File: config.mk
export PLATFORM = sky130hd
export DESIGN_NAME = vga_sync_pattern_gen
export DESIGN_NICKNAME = d
export VERILOG_FILES = /design/src/rtl/vga_sync_pattern_gen.sv
export SDC_FILE = /design/constraint.sdc
export NUM_CORES = 1
export LEC_CHECK = 0
export CORE_MARGIN = 2
export CORE_UTILIZATION = 40
export CTS_CLUSTER_SIZE = 28
export DETAILED_ROUTE_END_ITERATION = 8
export GPL_ROUTABILITY_DRIVEN = 0
export PLACE_DENSITY = 0.8
export SLEW_MARGIN = 10
export SYNTH_ARGS = -nofsm -noshare
export SYNTH_HDL_FRONTEND = slang
export SYNTH_SLANG_ARGS = --single-unit
File: constraint.sdc
create_clock -name clk -period 2.9 [get_ports clk]
set_input_delay 0.725 -clock clk [delete_from_list [all_inputs] [get_ports clk]]
set_output_delay 0.725 -clock clk [all_outputs]
set_load 0.01 [all_outputs]
File: src/rtl/vga_sync_pattern_gen.sv
// VGA timing decode and test-pattern generator: two-stage registered pipeline
// from the free-running position counts to sync, blanking, coordinates and RGB.
module vga_sync_pattern_gen #(
  parameter int   CW        = 10,
  parameter int   H_VISIBLE = 640,
  parameter int   H_FRONT   = 16,
  parameter int   H_SYNC    = 96,
  parameter int   H_BACK    = 48,
  parameter int   V_VISIBLE = 480,
  parameter int   V_FRONT   = 10,
  parameter int   V_SYNC    = 2,
  parameter int   V_BACK    = 33,
  parameter logic SYNC_POL  = 1'b0
) (
  input  logic          clk,
  input  logic          reset,
  input  logic [CW-1:0] horizontal,
  input  logic [CW-1:0] vertical,
  input  logic [1:0]    mode_sel,
  input  logic [11:0]   fill_color,
  output logic          hsync,
  output logic          vsync,
  output logic          video_on,
  output logic [CW-1:0] pixel_x,
  output logic [CW-1:0] pixel_y,
  output logic [11:0]   rgb,
  output logic          line_start,
  output logic          frame_start
);

  localparam logic [CW-1:0] H_VIS_C    = CW'(H_VISIBLE);
  localparam logic [CW-1:0] H_SYNC_BEG = CW'(H_VISIBLE + H_FRONT);
  localparam logic [CW-1:0] H_SYNC_END = CW'(H_VISIBLE + H_FRONT + H_SYNC);
  localparam logic [CW-1:0] H_TOTAL_C  = CW'(H_VISIBLE + H_FRONT + H_SYNC + H_BACK);
  localparam logic [CW-1:0] V_VIS_C    = CW'(V_VISIBLE);
  localparam logic [CW-1:0] V_SYNC_BEG = CW'(V_VISIBLE + V_FRONT);
  localparam logic [CW-1:0] V_SYNC_END = CW'(V_VISIBLE + V_FRONT + V_SYNC);
  localparam logic [CW-1:0] V_TOTAL_C  = CW'(V_VISIBLE + V_FRONT + V_SYNC + V_BACK);
  localparam int            BAR_W      = 80;

  // Bar index = x / 80, saturating at the last bar for wide visible areas.
  function automatic logic [2:0] bar_index(input logic [CW-1:0] x);
    logic [2:0] idx;
    idx = 3'd0;
    for (int i = 1; i < 8; i++) begin
      idx = (int'(x) >= i * BAR_W) ? 3'(i) : idx;
    end
    return idx;
  endfunction

  function automatic logic [11:0] bar_color(input logic [2:0] idx);
    logic [11:0] c;
    case (idx)
      3'd0:    c = 12'hFFF;
      3'd1:    c = 12'hFF0;
      3'd2:    c = 12'h0FF;
      3'd3:    c = 12'h0F0;
      3'd4:    c = 12'hF0F;
      3'd5:    c = 12'hF00;
      3'd6:    c = 12'h00F;
      default: c = 12'h000;
    endcase
    return c;
  endfunction

  logic          in_range_s, h_act_s, v_act_s, vis_s, line_s, frame_s;
  logic          hs1_r, vs1_r, vid1_r, ls1_r, fs1_r;
  logic [CW-1:0] px1_r, py1_r;
  logic [1:0]    active_mode_r;
  logic [7:0]    frame_cnt_r;
  logic [11:0]   rgb_next_s;

  // Stage-1 decode; counts beyond the frame are treated as plain blanking.
  always_comb begin
    in_range_s = (horizontal < H_TOTAL_C) && (vertical < V_TOTAL_C);
    h_act_s    = in_range_s && (horizontal >= H_SYNC_BEG) && (horizontal < H_SYNC_END);
    v_act_s    = in_range_s && (vertical >= V_SYNC_BEG) && (vertical < V_SYNC_END);
    vis_s      = (horizontal < H_VIS_C) && (vertical < V_VIS_C);
    line_s     = in_range_s && (horizontal == {CW{1'b0}});
    frame_s    = line_s && (vertical == {CW{1'b0}});
  end

  // Stage-1 registers; pattern mode and frame counter only move at frame start.
  always_ff @(posedge clk or posedge reset) begin
    if (reset) begin
      hs1_r         <= ~SYNC_POL;
      vs1_r         <= ~SYNC_POL;
      vid1_r        <= 1'b0;
      px1_r         <= {CW{1'b0}};
      py1_r         <= {CW{1'b0}};
      ls1_r         <= 1'b0;
      fs1_r         <= 1'b0;
      active_mode_r <= 2'd0;
      frame_cnt_r   <= 8'd0;
    end else begin
      hs1_r  <= h_act_s ? SYNC_POL : ~SYNC_POL;
      vs1_r  <= v_act_s ? SYNC_POL : ~SYNC_POL;
      vid1_r <= vis_s;
      px1_r  <= vis_s ? horizontal : {CW{1'b0}};
      py1_r  <= vis_s ? vertical : {CW{1'b0}};
      ls1_r  <= line_s;
      fs1_r  <= frame_s;
      if (frame_s) begin
        active_mode_r <= mode_sel;
        frame_cnt_r   <= frame_cnt_r + 8'd1;
      end else begin
        active_mode_r <= active_mode_r;
        frame_cnt_r   <= frame_cnt_r;
      end
    end
  end

  // Stage-2 pattern selection; blanked pixels are always black.
  always_comb begin
    rgb_next_s = 12'h000;
    if (vid1_r) begin
      case (active_mode_r)
        2'd0:    rgb_next_s = bar_color(bar_index(px1_r));
        2'd1:    rgb_next_s = (px1_r[5] ^ py1_r[5]) ? 12'h000 : 12'hFFF;
        2'd2:    rgb_next_s = {px1_r[7:4], py1_r[7:4], frame_cnt_r[3:0]};
        2'd3:    rgb_next_s = fill_color;
        default: rgb_next_s = 12'h000;
      endcase
    end else begin
      rgb_next_s = 12'h000;
    end
  end

  // Stage-2 output registers keep every output aligned to the same sample.
  always_ff @(posedge clk or posedge reset) begin
    if (reset) begin
      hsync       <= ~SYNC_POL;
      vsync       <= ~SYNC_POL;
      video_on    <= 1'b0;
      pixel_x     <= {CW{1'b0}};
      pixel_y     <= {CW{1'b0}};
      rgb         <= 12'h000;
      line_start  <= 1'b0;
      frame_start <= 1'b0;
    end else begin
      hsync       <= hs1_r;
      vsync       <= vs1_r;
      video_on    <= vid1_r;
      pixel_x     <= px1_r;
      pixel_y     <= py1_r;
      rgb         <= rgb_next_s;
      line_start  <= ls1_r;
      frame_start <= fs1_r;
    end
  end

endmodule

==> Word-level counts from Yosys, hierarchy flattened <==
Index checks and enable logic that the tools add are counted.
{ "word_totals": {"out_inout_bits": 37, "ff_bits": 72, "in_bits": 36} }
{ "op_classes": {"n_lt_le_gt_ge": 15, "n_addsub": 1, "bitwise_logic": 1, "eq_ne": 9, "n_mux": 15, "n_reduce_logical": 12} }
{ "ops": {"columns": ["operator", "n"], "rows": [
  ["12-bit one-hot mux with 7 select lines", 1],
  ["12-bit one-hot mux with 4 select lines", 1],
  ["10-bit by 9-bit greater-or-equal comparator with 1-bit output (second input constant)", 4],
  ["10-bit less-than comparator (second input constant)", 4],
  ["12-bit two-way mux", 2],
  ["10-bit greater-or-equal comparator (second input constant)", 2],
  ["10-bit by 8-bit greater-or-equal comparator with 1-bit output (second input constant)", 2],
  ["10-bit logical NOT", 2],
  ["10-bit by 9-bit less-than comparator with 1-bit output (second input constant)", 2],
  ["10-bit two-way mux", 2],
  ["3-bit two-way mux", 4],
  ["10-bit by 7-bit greater-or-equal comparator with 1-bit output (second input constant)", 1],
  ["3-bit equality test (second input constant)", 3],
  ["8-bit by 1-bit adder with 8-bit output (second input constant)", 1],
  ["1-bit logical AND", 8],
  ["3-bit by 2-bit equality test with 1-bit output (second input constant)", 2],
  ["2-bit equality test (second input constant)", 2],
  ["2-bit two-way mux", 2],
  ["3-bit by 1-bit equality test with 1-bit output (second input constant)", 1],
  ["3-bit logical NOT", 1],
  ["1-bit two-way mux", 3],
  ["2-bit by 1-bit equality test with 1-bit output (second input constant)", 1],
  ["2-bit logical NOT", 1],
  ["1-bit XOR", 1]
]} }

==> Longest topological paths before layout <==
{ "depth": {"depth_word": 12, "depth_mapped": 6} }

==> Worst setup path after synthesis <==
No wires, ideal clock.
{ "synth_path": {"kind": "input to register", "startpoint": "input horizontal[7]", "endpoint": "register active_mode_r[0]", "setup_time_ns": 0.125, "path_stages": 3, "arrival_ns": 1.795, "path_buffers": 0, "setup_slack_ns": 0.980, "path_cell_list": "or3_1 nor3_4 mux2_2"} }
{ "synth_between": {"elab_chain_cells": 4, "word_cells_on_any_way": 5} }
{ "synth_lines": {"columns": ["item", "line_no", "text"], "rows": [
  ["start, declared", "17", "input logic [CW-1:0] horizontal,"],
  ["10-bit less-than comparator", "75", "in_range_s = (horizontal < H_TOTAL_C) && (vertical < V_TOTAL_C);"],
  ["1-bit logical AND", "75", null],
  ["1-bit logical AND *", "79", "line_s = in_range_s && (horizontal == {CW{1'b0}});"],
  ["1-bit logical AND *", "80", "frame_s = line_s && (vertical == {CW{1'b0}});"],
  ["via frame_s", "66", "logic in_range_s, h_act_s, v_act_s, vis_s, line_s, frame_s;"],
  ["end signal, assigned", "104", "active_mode_r <= mode_sel;"],
  ["end signal, assigned", "107", "active_mode_r <= active_mode_r;"],
  ["end, declared", "69", "logic [1:0] active_mode_r;"]
]} }
The timed path passes the listed nets; every way through them passes the cells marked *.
A chain may end at the register's enable or synchronous reset.

==> Worst setup path after layout <==
{ "layout_path": {"startpoint": "input vertical[6]", "endpoint": "register active_mode_r[0]"} }
{ "layout_between": {"elab_chain_cells": 4, "word_cells_on_any_way": 5} }
{ "layout_lines": {"columns": ["item", "line_no", "text"], "rows": [
  ["start, declared", "18", "input logic [CW-1:0] vertical,"],
  ["10-bit less-than comparator", "75", null],
  ["1-bit logical AND", "75", null],
  ["1-bit logical AND", "79", null],
  ["1-bit logical AND *", "80", null],
  ["via frame_s", "66", null]
]} }
Marked as above.

==> results.yml <==
outcome:
  status: "complete, no violations"
synth:
  ys_warn_count: 0
  synth-seq-cells: 68
  avgSynthCellArea_sq_um: 12.2
  synth_cells: 207
  synthesis.area_sq_um: 2520
  synthFlopType: "dfrtp_1"
  async_reset_ff_share_pct: 100
  synth_seq_area_share_pct: 67.7
  synth_cell_types: 39
  synth.top_cell.area_share_pct: 63.6
  synth_nets: 244
  yosysTopAreaCell: "dfrtp_1"
  synth_edf_count: 0
  yosys-top-cells-area: "dfrtp_1, and2_1, dfstp_2, a21oi_1, nand2_1"
timing:
  skew_ns: 0.00415
  worst_pin_slew_ns: 0.847
  fmax_ghz: 0.453
  setup_viol: 0
  fin_crit_sh_pct: 76.2
  hold_viol_final: 0
  relSlewSlack_pct: 43.5
  tns_ns: 0
  rsz0062_at_grt: "no"
  fin_hold_ws_ns: 0.350
  slew_violations: 0
  layout_min_cycle_time_ns: 2.21
pwr:
  power.density_nw_per_um2: 583
  p_leak_nw: 1.60
  total_power_mw: 2.08
  vdd.ir_drop.worst_mv: 0.341
routing:
  first_pass_iters: 4
  vias: 1810
  drcViolationCount: 0
  wirelength_mm: 5.18
  drt_iter0_markers: 87
  via_per_inst: 4.95
  wl_per_cell_um: 14.1
  postRouteAntennaNets: 0
clock_tree:
  cts.path.max_buffers: 2
  hold_buffers: 0
  clkLatencyLatePin_ns: 0.33
  htreeDepth: 3
  clkTransAtPathRegs_ns: 0.07
  cts_tree: "done"
  cts-root-buf: "clkbuf_8"
  clock_sinks: 68
  cts_buffers: 9
  post-cts-setup-buffers: 0
  cts_resized: 0
final_layout:
  diodes: 0
  nets: 323
  final_common_cell: "clkdlybuf4s50_1"
  post-route-util_pct: 59.6
  layout.cells.non_filler: 366
  syn2layout_area_growth_pct: 41.7
  drive_gt1_share_pct: 11.0
  final_cell_mix: "clkdlybuf4s50_1, dfrtp_1, nand2_1, a21oi_1, and2_1"
run:
  drv_cap: 0
floorplanning:
  die-width_um: 83.4
  die_h_um: 83.4
  start_util_pct: 42.1
  rows: 28
  io_pins: 73
  core-area_sq_um: 5990
  die-area_sq_um: 6950
hold_path:
  whs_endpoint: "line_start"
  min_path_cells: 0
  worstHoldStart: "ls1_r"
  hold_path_class: "flop to flop"
worst_setup_path:
  worst-path-max-fanout: 5
  r2r-start: "active_mode_r[0]"
  worstSetupStartpointType: "input pin"
  worstPathArrival_ns: 2.43
  cp.required_ns: 3.12
  critPathCaptureType: "flop"
  rrSetupSlack_ns: 1.15
  rr_endpoint: "rgb[9]"
  crit_type: "input pin to flop"
  startpoint: "vertical[6]"
  r2r.worst_path.cells: 3
global_route:
  grt_pass1_vias: 1710
  grt_max_degree: 69
  antenna_found_initial: 0
  grtUsageTotal_pct: 15.7
  overflow: 0
  grt_pass1_wl_mm: 8.29
placed_design:
  port_buffers: 72
  dp_cells: 350
  dpl.hpwl_mm: 3.63
[registers in the layout (all words and copies together), names as in the netlist]
register / flops
rgb: 12
pixel_x: 10
pixel_y: 10
px1_r: 10
py1_r: 10
frame_cnt_r: 4
active_mode_r: 2
frame_start: 1
fs1_r: 1
hs1_r: 1
hsync: 1
line_start: 1
ls1_r: 1
vid1_r: 1
video_on: 1
vs1_r: 1
vsync: 1
[layer usage]
| layer | GRT usage [%] | vias to the layer above | share of wire (%) |
|---|---|---|---|
| li1 | - | 865 | - |
| met1 | 18.8 | 875 | 42 |
| met2 | 25.8 | 62 | 50 |
| met3 | 5.27 | 8 | 6.4 |
| met4 | 7.15 | 0 | 1.8 |
| met5 | 0 | - | 0 |
[kinds of logic after synthesis]
family / count (synthesis) / synth area share (%)
adder cells (fa/ha/maj): 1 / 0.496
XOR/XNOR: 4 / 1.39
multiplexers: 4 / 1.79
buffers and inverters: 12 / 1.79
AO/OA/AOI/OAI: 43 / 10.2
other: 1 / 0.149
flip-flops: 68 / 67.7
AND/OR/NAND/NOR: 74 / 16.5
[synthesized netlist by cell type, types with 2 or more instances]
cell type / n
o21a_1: 2
mux2_2: 4
nand2_1: 21
nor2b_1: 2
and2_1: 18
inv_1: 5
o21ai_0: 11
nand2b_1: 2
xor2_1: 4
nor4_1: 4
nor3_1: 3
nor2_1: 10
clkbuf_1: 7
nand3_1: 2
dfstp_2: 4
a311o_1: 2
a21o_1: 2
nand3b_1: 2
dfrtp_1: 64
a21oi_1: 19
[through the flow]
step | cell area [sq um] | worst slack (ns)
6_report | 3570 | 0.690
4_1_cts | 3570 | 0.689
2_1_floorplan | 2520 | 0.470
3_3_place_gp | 3340 | 0.389
5_1_grt | 3570 | 0.604
3_5_place_dp | 3340 | 0.329
[worst max-delay path, stage by stage]
cell             delay (ns)
clkdlybuf4s50_1        0.47
nor4_4                 0.31
nand4b_1               0.25
nor3_4                 0.29
mux2_2                 0.38
[how the worst max path moves through the flow]
stage / end / slack [ns] / cells after the start
after global placement: active_mode_r[1] / 0.39 / 5
final: active_mode_r[0] / 0.69 / 5
after detailed placement: active_mode_r[0] / 0.33 / 5
after global routing: active_mode_r[0] / 0.60 / 5
after floorplan: active_mode_r[0] / 0.47 / 1
after CTS: active_mode_r[0] / 0.69 / 5
[power breakdown]
group	switching, mW	internal (mW)
sequential	0.0203	0.992
clock	0.334	0.530
combinational	0.0882	0.118
[cell type report]
| cell class | instances | area [sq um] |
|---|---|---|
| clock buffer | 12 | 155 |
| clock inverter | 4 | 72.6 |
| inverter | 5 | 18.8 |
| timing repair buffer | 75 | 756 |
| multi-input combinational | 127 | 768 |
| tap | 75 | 93.8 |
| fill | 489 | 2420 |
| sequential | 68 | 1710 |
No activity file was read; power rests on OpenSTA's default activity.
